===== config.mk =====
export PLATFORM = sky130hd
export DESIGN_NAME = mem_arbiter
export DESIGN_NICKNAME = d
export VERILOG_FILES = /design/src/rtl/mem_arb_pkg.sv /design/src/rtl/mem_arbiter.sv
export SDC_FILE = /design/constraint.sdc
export NUM_CORES = 1
export LEC_CHECK = 0
export BUFFER_PORTS_ARGS = -buffer_cell sky130_fd_sc_hd__buf_2
export CAP_MARGIN = 10
export CORE_AREA = 2 2 78 80
export DETAILED_ROUTE_END_ITERATION = 10
export DIE_AREA = 0 0 80 82
export PLACE_DENSITY_LB_ADDON = 0.12
export SYNTH_ARGS = -nofsm -noshare
export SYNTH_HDL_FRONTEND = slang
export SYNTH_SLANG_ARGS = --single-unit

===== constraint.sdc =====
create_clock -name clk -period 2.7 [get_ports clk]
set_input_delay 0.135 -clock clk [delete_from_list [all_inputs] [get_ports clk]]
set_output_delay 0.135 -clock clk [all_outputs]
set_load 0.02 [all_outputs]

===== src/rtl/mem_arb_pkg.sv =====
// Shared definitions for the instruction-fetch / data memory arbiter.
package mem_arb_pkg;

   localparam int unsigned MAX_WAIT_DEFAULT = 4;
   localparam int unsigned WAIT_CNT_W       = 4;

   typedef enum logic [1:0] {
      GNT_NONE = 2'd0,
      GNT_IF   = 2'd1,
      GNT_D    = 2'd2
   } grant_t;

endpackage


===== src/rtl/mem_arbiter.sv =====
// Two-port (fetch/data) arbiter in front of a single-port synchronous memory.
// Data has priority; fetch wins once it has lost MAX_WAIT consecutive cycles.
module mem_arbiter
   import mem_arb_pkg::*;
#(
   parameter int unsigned ADDR_WIDTH = 10,
   parameter int unsigned DATA_WIDTH = 32,
   parameter int unsigned MAX_WAIT   = MAX_WAIT_DEFAULT
) (
   input  logic                  clk,
   input  logic                  reset,
   input  logic                  if_req_valid,
   output logic                  if_req_ready,
   input  logic [ADDR_WIDTH-1:0] if_addr,
   output logic                  if_rsp_valid,
   output logic [DATA_WIDTH-1:0] if_rdata,
   input  logic                  d_req_valid,
   output logic                  d_req_ready,
   input  logic                  d_we,
   input  logic [ADDR_WIDTH-1:0] d_addr,
   input  logic [DATA_WIDTH-1:0] d_wdata,
   output logic                  d_rsp_valid,
   output logic [DATA_WIDTH-1:0] d_rdata,
   output logic                  mem_we,
   output logic [ADDR_WIDTH-1:0] mem_addr,
   output logic [DATA_WIDTH-1:0] mem_wdata,
   input  logic [DATA_WIDTH-1:0] mem_rdata
);

   localparam logic [WAIT_CNT_W-1:0] MAX_WAIT_CNT = WAIT_CNT_W'(MAX_WAIT);

   grant_t                grant_c;
   grant_t                tag_q;
   logic [WAIT_CNT_W-1:0] if_wait_cnt_q;
   logic [WAIT_CNT_W-1:0] if_wait_cnt_d;

   // Grant decision; held off entirely while reset is asserted
   always_comb begin
      grant_c = GNT_NONE;
      if (!reset) begin
         if (if_req_valid && (!d_req_valid || (if_wait_cnt_q == MAX_WAIT_CNT))) begin
            grant_c = GNT_IF;
         end else if (d_req_valid) begin
            grant_c = GNT_D;
         end
      end
   end

   // Consecutive-loss counter for the fetch port, saturating at MAX_WAIT
   always_comb begin
      if_wait_cnt_d = if_wait_cnt_q;
      if (!if_req_valid || (grant_c == GNT_IF)) begin
         if_wait_cnt_d = '0;
      end else if (if_wait_cnt_q < MAX_WAIT_CNT) begin
         if_wait_cnt_d = if_wait_cnt_q + WAIT_CNT_W'(1);
      end
   end

   // Tag of the access in flight; selects which port sees the read data
   always_ff @(posedge clk or posedge reset) begin
      if (reset) begin
         tag_q         <= GNT_NONE;
         if_wait_cnt_q <= '0;
      end else begin
         tag_q         <= grant_c;
         if_wait_cnt_q <= if_wait_cnt_d;
      end
   end

   assign if_req_ready = (grant_c == GNT_IF);
   assign d_req_ready  = (grant_c == GNT_D);

   assign mem_addr  = (grant_c == GNT_D) ? d_addr : if_addr;
   assign mem_we    = (grant_c == GNT_D) && d_we;
   assign mem_wdata = (grant_c == GNT_D) ? d_wdata : '0;

   assign if_rsp_valid = (tag_q == GNT_IF);
   assign d_rsp_valid  = (tag_q == GNT_D);
   assign if_rdata     = mem_rdata;
   assign d_rdata      = mem_rdata;

endmodule


* After elaboration in Yosys (flattened, before gate mapping)
Cells that the tools add are included.
** Cells by class
- Muxes and demuxes :: 7
- Equal/unequal tests :: 5
- Order comparisons :: 1
- Add/subtract/negate cells :: 1
- Reduce and logical (&&, ||, !) cells :: 7
** Operator list (count)
- 2-to-1 mux 32 bit :: 1
- 2-to-1 mux 10 bit :: 1
- 2-to-1 mux 4 bit :: 2
- 2-to-1 mux 2 bit :: 3
- adder 4 x 1 -> 4 bit (second input constant) :: 1
- equality test 2 x 1 -> 1 bit (second input constant) :: 2
- equality test 2 bit (second input constant) :: 2
- equality test 4 x 3 -> 1 bit (second input constant) :: 1
- < comparator 4 x 3 -> 1 bit (second input constant) :: 1
- logical AND 1 bit :: 2
- zero test 1 bit :: 2
- logical OR 1 bit :: 2
- nonzero test 2 bit :: 1
** Storage, ports and cells
- Bits in registers :: 6
- Word-level logic and storage cells :: 23
- Output and inout bits :: 111

* Depth between registers and ports, before layout
- Depth after elaboration :: 8
- Depth in mapped cells :: 7
- Gate-level depth less buffers :: 5

* Worst setup path after synthesis
No wires, ideal clock.
- Kind :: register to output
- Start :: reg if_wait_cnt_q[0]
- End :: out mem_addr[3]
- Arrival :: 1.507 ns
- Path slack :: 1.058 ns
- Buffers on the path :: 2
- Stages on the path, launching flop included :: 8
- Data required time :: 2.565 ns
- Path through :: dfrtp_1 -> inv_1 -> ha_1 -> nand3b_4 -> o211a_1 -> buf_6 -> buf_6 -> mux2_4
** On the way
- Cells in the longest elaborated chain, start to end :: 7
** RTL lines
- from (decl) :: RTL line mem_arbiter.sv:34 : logic [WAIT_CNT_W-1:0] if_wait_cnt_q;
- from (signal assigned) :: RTL line mem_arbiter.sv:66 : if_wait_cnt_q <= if_wait_cnt_d;
- equality test 4 x 3 -> 1 bit :: RTL line mem_arbiter.sv:41 : if (if_req_valid && (!d_req_valid || (if_wait_cnt_q == MAX_WAIT_CNT))) begin
- logical OR 1 bit :: RTL line mem_arbiter.sv:41
- logical AND 1 bit :: RTL line mem_arbiter.sv:41
- 2-to-1 mux 2 bit :: RTL line mem_arbiter.sv:41
- 2-to-1 mux 2 bit :: RTL line mem_arbiter.sv:40 : if (!reset) begin
- equality test 2 bit :: RTL line mem_arbiter.sv:73 : assign mem_addr = (grant_c == GNT_D) ? d_addr : if_addr;
- 2-to-1 mux 10 bit :: RTL line mem_arbiter.sv:73
- to (decl) :: RTL line mem_arbiter.sv:25 : output logic [ADDR_WIDTH-1:0] mem_addr,
No other way between the ends.

* Final worst setup path
- Start :: in reset
- End :: out mem_addr[1]
** On the way
- Cells in the longest elaborated chain, start to end :: 3
** RTL lines
- from (decl) :: RTL line mem_arbiter.sv:11 : input logic reset,
- 2-to-1 mux 2 bit :: RTL line mem_arbiter.sv:40
- equality test 2 bit :: RTL line mem_arbiter.sv:73
- 2-to-1 mux 10 bit :: RTL line mem_arbiter.sv:73
No other way between the ends.

==> flow_summary.yaml <==
outcome:
  status: "finished, final reports clean"
place:
  dp_cells: 251
  gp_congestion: 0.674
  dp_hpwl_um: 2680
  place_ws_ns: 0.917
  io_buffers: 103
grt:
  grt_use_total: 0.0837
  grt-ovfl-total: 0
  grt_busiest_layer: "met2"
  use_met3: 0.0462
  grt_pass1_vias: 865
  grtUsageMet1: 0.0812
  antenna_found_initial: 0
  use_met2: 0.151
  grt_pass1_wl_um: 4310
  grt_max_degree: 45
synthesis:
  ys_types: 17
  syn_avg_cell_area_sq_um: 8.28
  synth_cells: 141
  ys.flop_type: "dfrtp_1"
  synth_seq_cells: 6
  synth_async_sr_flop_share: 1.00
  ys.warnings.count: 0
  synth_nets: 232
  synth_edf_count: 0
  seq_area_frac_synth: 0.129
  syn_area_sq_mm: 0.00117
floorplanning:
  die-area_sq_mm: 0.00656
  std_cell_rows: 28
  core-area_sq_mm: 0.00575
  start_util: 0.203
  die_x_um: 80
  ios: 200
  die_h_um: 82
clocking:
  clkSinkCount: 6
  cts-buffers-inserted: 3
  postCtsSetupBuffers: 0
  clk_path_buf_depth: 2
  htree_levels: 1
  clock_latency_ns: 0.22
  cts_tree: "done"
  cts.clk_slew.worst_paths_ns: 0.03
  cts_root_buf: "clkbuf_8"
critical_path:
  r2r-end: "tag_q[0]"
  cp-start-kind: "primary input"
  critPathMaxFanout: 44
  crit_required_ns: 2.57
  r2r_start: "if_wait_cnt_q[0]"
  reg2reg_setup_slack_ns: 1.34
  end_kind: "output port"
  criticalPathCategory: "primary input to output port"
  r2r_cells: 5
  arrival_ns: 1.99
sta:
  skew_ns: 0.00136
  worstMarginPinSlew_ns: 0.411
  slew_headroom: 0.726
  clock.fmax_ghz: 0.470
  hold_viol: 0
  period_share: 0.788
  finalSetupViolCount: 0
  hold_ws_ns: 0.154
  slew_violations: 0
  setup-tns-final_ns: 0
  period_needed_ns: 2.13
  worst_slack_ns: 0.571
  rsz0062_at_grt: "false"
detailed_routing:
  drtPass1Iterations: 2
  wl_per_cell_um: 12.3
  vias: 933
  drt-total-wl_um: 3140
  route.detailed.drc: 0
  ant_nets: 0
  drtIter0Drc: 17
  vias_per_cell: 3.66
min_path:
  hp-start: "if_req_valid"
  hold_end: "tag_q[0]"
  hp-class: "primary input to flop"
  min_path_cells: 2
final_layout:
  instances_no_fill: 255
  area.growth.synth_to_final_pct: 14.3
  final_common_cell: "buf_2"
  final_util: 0.232
  layout_common_cells: "103 x buf_2, 35 x and2_1, 6 x mux2_4, 6 x dfrtp_1, 5 x inv_1"
  drive_gt1_frac: 0.656
  diodes: 0
  fin_nets: 273
run:
  max-cap-violations: 0
power_and_ir_drop:
  ir_drop_mv: 0.0870
  power_density_mw_per_mm2: 312
  p_leak_nw: 0.816
-- sequential cells by signal, indices dropped and copies added (netlist names) --
signal         flops
if_wait_cnt_q      4
tag_q              2
-- cells by family (layout without fill, tap and decap cells) --
family	after synthesis	in the layout	share of synthesized area
flip-flops	6	6	0.129
buffers and inverters	74	113	0.457
AND/OR/NAND/NOR	43	43	0.236
multiplexers	11	11	0.124
AO/OA/AOI/OAI	4	4	0.0257
XOR/XNOR	1	1	0.00750
adder cells (fa/ha/maj)	2	2	0.0214
-- what timing repair did --
item                                    4_1_cts  5_1_grt
hold endpoints to repair                      6        0
hold buffers                                  1        0
resized for setup                             0        0
endpoints found under the setup margin        0        0
-- report_power, final --
group | switching, W | internal [W]
clock | 0.0000368 | 0.0000956
combinational | 0.0000960 | 0.0000887
sequential | 0.00000348 | 0.0000951
total | 0.000136 | 0.000279
-- worst max-delay path by stage --
stage	endpoint	slack, ns	startpoint	cells past startpoint
after floorplan	mem_addr[3]	1.06	if_wait_cnt_q[0]	7
after global routing	mem_addr[1]	0.44	reset	7
final	mem_addr[1]	0.57	reset	7
after global placement	mem_addr[1]	0.93	if_wait_cnt_q[0]	7
after detailed placement	mem_addr[1]	0.92	if_wait_cnt_q[0]	7
after CTS	mem_addr[1]	0.54	reset	7
-- layer usage --
metal  vias to the layer above  wire length (um)
li1                        450                 -
met1                       393              1010
met2                        84              1690
met3                         6               391
met4                         0                44
met5                         -                 0
-- metrics by stage --
step           power [W]  cell area [sq um]
2_1_floorplan   0.000346               1170
3_3_place_gp    0.000288               1280
6_report        0.000416               1330
4_1_cts         0.000426               1330
5_1_grt         0.000443               1330
3_5_place_dp    0.000286               1280
-- final cells by class --
type                    count  area [sq um]
multi-input cells          61           484
well taps                  75          93.8
inverters                   5          18.8
repair buffers            105           546
clock buffers               3          41.3
fillers                   683          4410
flip-flops and latches      6           150
-- synthesized netlist by cell type, types with 2 or more instances --
cell,n,area (sq um)
a21oi_1,2,10.0
and2_1,35,219
buf_4,64,480
buf_6,2,22.5
clkbuf_1,3,11.3
dfrtp_1,6,150
ha_1,2,25.0
inv_1,5,18.8
mux2_2,4,45.0
mux2_4,6,90.1
nor2b_1,2,12.5
nor3_1,4,20.0
o211a_1,2,20.0
-- critical path, cell delays in order --
cell,delay [ns]
dlygate4sd3_1,0.53
buf_2,0.12
inv_1,0.23
o211a_1,0.25
buf_12,0.21
mux2_2,0.35
buf_2,0.16
Power figures use the tool's default switching activity.
